`src/rtl/op_sum_pkg.sv`:
```
// Shared definitions for the multicycle chunked adder.
// Build option: define OP_SUM_SUB_EN to add the subtract request port on the top.
package op_sum_pkg;

    typedef enum logic [1:0] {
        IDLE = 2'd0,
        CALC = 2'd1,
        DONE = 2'd2
    } op_sum_state_t;

    localparam int OP_SUM_N_DEF = 8;
    localparam int OP_SUM_W_DEF = 4;

    // Width of the chunk counter: enough bits to index C chunks, never less than one.
    function automatic int cnt_width(input int chunks);
        return (chunks > 1) ? $clog2(chunks) : 1;
    endfunction

endpackage

```
`src/rtl/op_sum_chunk.sv`:
```
// Combinational W-bit adder slice with carry in/out.
// Also exports the carry into its MSB so the top can form the signed-overflow flag.
module sum_chunk #(
    parameter int W = 4
) (
    input  logic [W-1:0] a,
    input  logic [W-1:0] b,
    input  logic         cin,
    output logic [W-1:0] sum,
    output logic         cout,
    output logic         c_msb
);

    if (W == 1) begin : g_single_bit
        // The only bit is the MSB, so the carry into it is the chunk carry-in.
        assign c_msb = cin;
        assign sum   = a ^ b ^ cin;
    end else begin : g_multi_bit
        logic [W-1:0] low_sum;

        // Add the bits below the MSB; the top bit of this result is the carry into the MSB.
        assign low_sum = {1'b0, a[W-2:0]} + {1'b0, b[W-2:0]} + {{(W-1){1'b0}}, cin};
        assign c_msb   = low_sum[W-1];
        assign sum     = {a[W-1] ^ b[W-1] ^ c_msb, low_sum[W-2:0]};
    end

    // Carry out of the MSB is the majority of its two operand bits and incoming carry.
    assign cout = (a[W-1] & b[W-1]) | ((a[W-1] ^ b[W-1]) & c_msb);

endmodule

```
`src/rtl/op_sum_multicycle.sv`:
```
// N-bit adder evaluated W bits per clock (C = N/W chunks, LSB chunk first)
// with a start/busy/done handshake and registered sum, carry-out and overflow.
// Build option: OP_SUM_SUB_EN adds input 'sub' (1 = A - B).
module op_sum_multicycle
    import op_sum_pkg::*;
#(
    parameter int N = OP_SUM_N_DEF,
    parameter int W = OP_SUM_W_DEF
) (
    input  logic         clk,
    input  logic         rst_n,
    input  logic         start,
    input  logic [N-1:0] A,
    input  logic [N-1:0] B,
    input  logic         c_in,
`ifdef OP_SUM_SUB_EN
    input  logic         sub,
`endif
    output logic         busy,
    output logic         done,
    output logic [N-1:0] Z,
    output logic         c_out,
    output logic         ovf
);

    localparam int C  = N / W;
    localparam int CW = cnt_width(C);
    localparam logic [CW-1:0] LAST_CNT = CW'(C - 1);

    if ((W <= 0) || (N % W != 0)) begin : g_bad_width
        $error("op_sum_multicycle: N (%0d) must be a positive multiple of W (%0d)", N, W);
    end

    op_sum_state_t  state_q, state_d;
    logic [N-1:0]   a_q, b_q, z_q;
    logic           carry_q, c_out_q, ovf_q;
    logic [CW-1:0]  cnt_q;

    logic           accept, last_chunk;
    logic [N-1:0]   b_load;
    logic           carry_load;
    logic [W-1:0]   a_chunk, b_chunk, chunk_sum;
    logic           chunk_cout, chunk_c_msb;

    // A request is taken in any state except while chunks are still being summed.
    assign accept     = start && (state_q != CALC);
    assign last_chunk = (cnt_q == LAST_CNT);

`ifdef OP_SUM_SUB_EN
    // Subtraction is A + ~B + 1; the caller's carry-in is ignored in that case.
    assign b_load     = sub ? ~B : B;
    assign carry_load = sub ? 1'b1 : c_in;
`else
    assign b_load     = B;
    assign carry_load = c_in;
`endif

    // Select the current chunk of each captured operand for the single adder slice.
    assign a_chunk = a_q[cnt_q*W +: W];
    assign b_chunk = b_q[cnt_q*W +: W];

    sum_chunk #(.W(W)) u_sum_chunk (
        .a     (a_chunk),
        .b     (b_chunk),
        .cin   (carry_q),
        .sum   (chunk_sum),
        .cout  (chunk_cout),
        .c_msb (chunk_c_msb)
    );

    // State register.
    // NOTE: sequential state uses non-blocking assignments so every flop samples pre-edge values.
    always_ff @(posedge clk or negedge rst_n) begin
        if (!rst_n) begin
            state_q <= IDLE;
        end else begin
            state_q <= state_d;
        end
    end

    // Next-state logic: IDLE -> CALC -> DONE -> IDLE, with back-to-back restart from DONE.
    // NOTE: state_d gets a default first so no path leaves it unassigned and infers a latch.
    always_comb begin
        state_d = state_q;
        unique case (state_q)
            IDLE:    if (accept) state_d = CALC;
            CALC:    if (last_chunk) state_d = DONE;
            DONE:    state_d = accept ? CALC : IDLE;
            default: state_d = IDLE;
        endcase
    end

    // Operand capture on accept, then one chunk summed per clock while in CALC.
    // NOTE: operand and result registers are few flops, so they take the async reset too,
    //       which keeps Z/c_out/ovf at zero out of reset without extra gating.
    always_ff @(posedge clk or negedge rst_n) begin
        if (!rst_n) begin
            a_q     <= '0;
            b_q     <= '0;
            z_q     <= '0;
            carry_q <= 1'b0;
            c_out_q <= 1'b0;
            ovf_q   <= 1'b0;
            cnt_q   <= '0;
        end else if (accept) begin
            a_q     <= A;
            b_q     <= b_load;
            carry_q <= carry_load;
            z_q     <= '0;
            cnt_q   <= '0;
        end else if (state_q == CALC) begin
            z_q[cnt_q*W +: W] <= chunk_sum;
            carry_q           <= chunk_cout;
            if (last_chunk) begin
                c_out_q <= chunk_cout;
                ovf_q   <= chunk_c_msb ^ chunk_cout;
                cnt_q   <= '0;
            end else begin
                cnt_q   <= cnt_q + 1'b1;
            end
        end
    end

    assign busy  = (state_q == CALC);
    assign done  = (state_q == DONE);
    assign Z     = z_q;
    assign c_out = c_out_q;
    assign ovf   = ovf_q;

endmodule

```
`config.mk`:
```
export PLATFORM = sky130hd
export DESIGN_NAME = op_sum_multicycle
export DESIGN_NICKNAME = d
export VERILOG_FILES = /design/src/rtl/op_sum_pkg.sv /design/src/rtl/op_sum_chunk.sv /design/src/rtl/op_sum_multicycle.sv
export SDC_FILE = /design/constraint.sdc
export NUM_CORES = 1
export LEC_CHECK = 0
export CORE_MARGIN = 3
export CORE_UTILIZATION = 30
export CTS_CLUSTER_SIZE = 28
export DETAILED_ROUTE_END_ITERATION = 10
export PLACE_DENSITY_LB_ADDON = 0.2
export SLEW_MARGIN = 20
export SYNTH_ARGS = -nofsm -noshare
export SYNTH_HDL_FRONTEND = slang
export SYNTH_SLANG_ARGS = --single-unit
```
`constraint.sdc`:
```
create_clock -name clk -period 5.2 [get_ports clk]
set_input_delay 0.78 -clock clk [delete_from_list [all_inputs] [get_ports clk]]
set_output_delay 0.78 -clock clk [all_outputs]
set_load 0.01 [all_outputs]
```
==> impl_metrics.toml <==
[die]
die_area_mm2 = 0.00580
core_mm2 = 0.00456
io-pin-count = 32
row_count = 24
start_util = 0.323
die_width_um = 76.2
die_y_um = 76.2

[timing]
max_slew_margin = 0.492
finalWorstSetupSlack_ns = 2.34
fmax_mhz = 349
rsz0062_at_grt = "no"
setup_viol = 0
slew_violations = 0
finalHoldViolCount = 0
worst_pin_slew_ns = 0.762
hold_ws_ns = 0.503
period_minus_slack_ns = 2.86
finalCritPeriodShare = 0.550
finalSetupTns_ns = 0
finClkSkew_ns = 0.00277

[power]
power.density_mw_per_mm2 = 672
p_seq_frac = 0.332
leakage_nw = 0.856
clkPwrFrac = 0.149
swShare = 0.367
ir_worst_vdd_mv = 0.215
internal_power_uw = 814
combPwrFrac = 0.519
p_switching_uw = 472

[run]
maxCapViolations = 0

[synth]
synthTopCellsByCount = "dfrtp_1, mux2_2, mux2_4"
syn-cell-area_mm2 = 0.00148
async_reset_ff_frac = 1.00
synth_xor_xnor_area_share = 0.00593
yosys_warnings = 0
synth-adder-area-share = 0.0576
ys_seq_elements = 30
ys_types = 30
yosys_most_used_dff = "dfrtp_1"
synth_area_leaders = "dfrtp_1, mux2_4, mux2_2, fa_1, mux2i_1"
synth_compound_area_frac = 0.0763
synth_top_area_share = 0.508
synth-edff-count = 0
synth.most_common_cell = "dfrtp_1"
synth_simple_gate_area_frac = 0.0644
synth_top_family_by_area = "multiplexers"
syn_inst = 107
syn-num-nets = 132
yosys.area.top_type = "dfrtp_1"
syn_avg_cell_area_um2 = 13.8
yosys-mux-area-fraction = 0.234
ys_seq_area_frac = 0.508

[drt]
vias = 946
routed_wl_um = 2740
ant_nets = 0
drc = 0
viasPerCell = 4.57
wl_per_cell_um = 13.3
drtIter0Drc = 44
dr.pass1.iters = 4

[critical_path]
crit_slowest_cell = "dfrtp_1"
reg2reg_to = "ovf$_DFFE_PN0P_"
path_cells = "mux2_2 > ha_1 > a21oi_1 > nand2_1 > fa_1 > inv_1 > nor4bb_1 > a221o_1"
critPathKind = "flop to flop"
rrSetupSlack_ns = 2.34
arrival_ns = 3.02
cp.required_ns = 5.36
crit_path_end_kind = "flop"
rr_startpoint = "cnt_q$_DFFE_PN0P_"
cp_slowest_stage_delay_ns = 0.84
start_kind = "flop"
crit_path_max_fanout = 21
worstRegToRegCells = 8

[place]
dp_slack_ns = 2.35
port_buffers = 31
placed_area_mm2 = 0.00182
place.gp.congestion = 0.833
hpwl_um = 1970

[grt]
grt_remaining_overflow = 0
track_usage = 0.104
grt_util_met3 = 0.0437
use_met2 = 0.145
grt_pass1_wl_um = 4790
grt_pass1_vias = 1015
grt_antenna_before_repair = 0
grt_max_degree = 31
grt_use_met1 = 0.141
top_usage_layer = "met2"

[layout]
final_area_mm2 = 0.00191
seqCellArea_um2 = 751
layout-area-overhead-vs-synth_pct = 29.7
final_nets = 166
fill_cells = 439
fin_util = 0.419
drive_above_1_share = 0.225
multiInputGateArea_um2 = 647
antennaDiodeCount = 0

[clocking]
cts_buffers = 5
cts_tree = "yes"
htree_levels = 2
cts.hold.buffers_added = 0
postCtsSetupBuffers = 0
clk_latency_ns = 0.28
max-clock-path-buffers = 2
cts.clk_slew.worst_paths_ns = 0.06
cts_sinks = 30
cts_root_buf = "clkbuf_8"
post_cts_resized = 0

[worst_hold_path]
min_from = "Z[1]$_DFFE_PN0P_"
hold_depth = 1
hold_path_class = "flop to flop"
holdPathEnd = "Z[1]$_DFFE_PN0P_"

[run_status]
status = "finished, final reports clean"
## power groups by stage
stage | Combinational, mW | Sequential [mW] | Clock, mW
after detailed placement | 0.675 | 0.430 | 0
after floorplan | 0.525 | 0.402 | 0
after global placement | 0.661 | 0.433 | 0
after global routing | 0.748 | 0.444 | 0.210
after CTS | 0.682 | 0.429 | 0.196
final | 0.668 | 0.427 | 0.191
## layout make-up
cell class / count / share of cell area
Sequential cell: 30 / 0.392
Multi-Input combinational cell: 65 / 0.338
Timing Repair Buffer: 32 / 0.166
Clock buffer: 7 / 0.0451
Tap cell: 65 / 0.0425
Inverter: 7 / 0.0137
Clock inverter: 1 / 0.00261
## critical path, delay by kind of cell, from the launching register on
family,cells,cell delay [ns]
AOI/OAI and AO/OA,2,0.46
adders and majority gates,2,0.76
buffers and inverters,1,0.09
DFF,1,0.84
muxes,1,0.42
and+or+nand+nor,2,0.17
## layout by cell type, fill, tap and decap left out, drive strengths merged, types with 2 or more instances in the layout
cell type and instances:
fa 3, clkdlybuf4s50 31, a32o 2, nand2 6
o2bb2ai 4, dfrtp 30, mux2i 6, inv 7
mux2 22, clkbuf 7, nor2 3, nand3 2
o21ai 4, ha 2
## worst max path at each step
stage / to / startpoint / cells after the start
finish: ovf$_DFFE_PN0P_ / cnt_q$_DFFE_PN0P_ / 8
floorplan: ovf$_DFFE_PN0P_ / cnt_q$_DFFE_PN0P_ / 9
global route: ovf$_DFFE_PN0P_ / cnt_q$_DFFE_PN0P_ / 8
global placement: ovf$_DFFE_PN0P_ / cnt_q$_DFFE_PN0P_ / 8
detailed placement: ovf$_DFFE_PN0P_ / cnt_q$_DFFE_PN0P_ / 8
CTS: ovf$_DFFE_PN0P_ / cnt_q$_DFFE_PN0P_ / 8
## stage by stage
stage                     std cells  power, mW
after floorplan                 107      0.928
after global placement          199       1.09
after detailed placement        199       1.11
after CTS                       207       1.31
after global routing            207       1.40
final                           207       1.29
## metal layers
layer | wire, um | share of wire
met1 | 1300 | 0.47
met2 | 1210 | 0.44
met3 | 190 | 0.069
met4 | 40 | 0.015
met5 | 0 | 0
## state kept, by name (all words and copies together) (netlist names)
name	cells
Z	8
a_q	8
b_q	8
state_q	2
c_out	1
carry_q	1
cnt_q	1
ovf	1
## kinds of logic after synthesis
family          after synthesis
flops                        30
mux                          28
simple gates                 16
compound gates               15
buf+inv                      12
fa+ha+maj                     5
xor+xnor                      1
No activity file was read; power rests on OpenSTA's default activity.
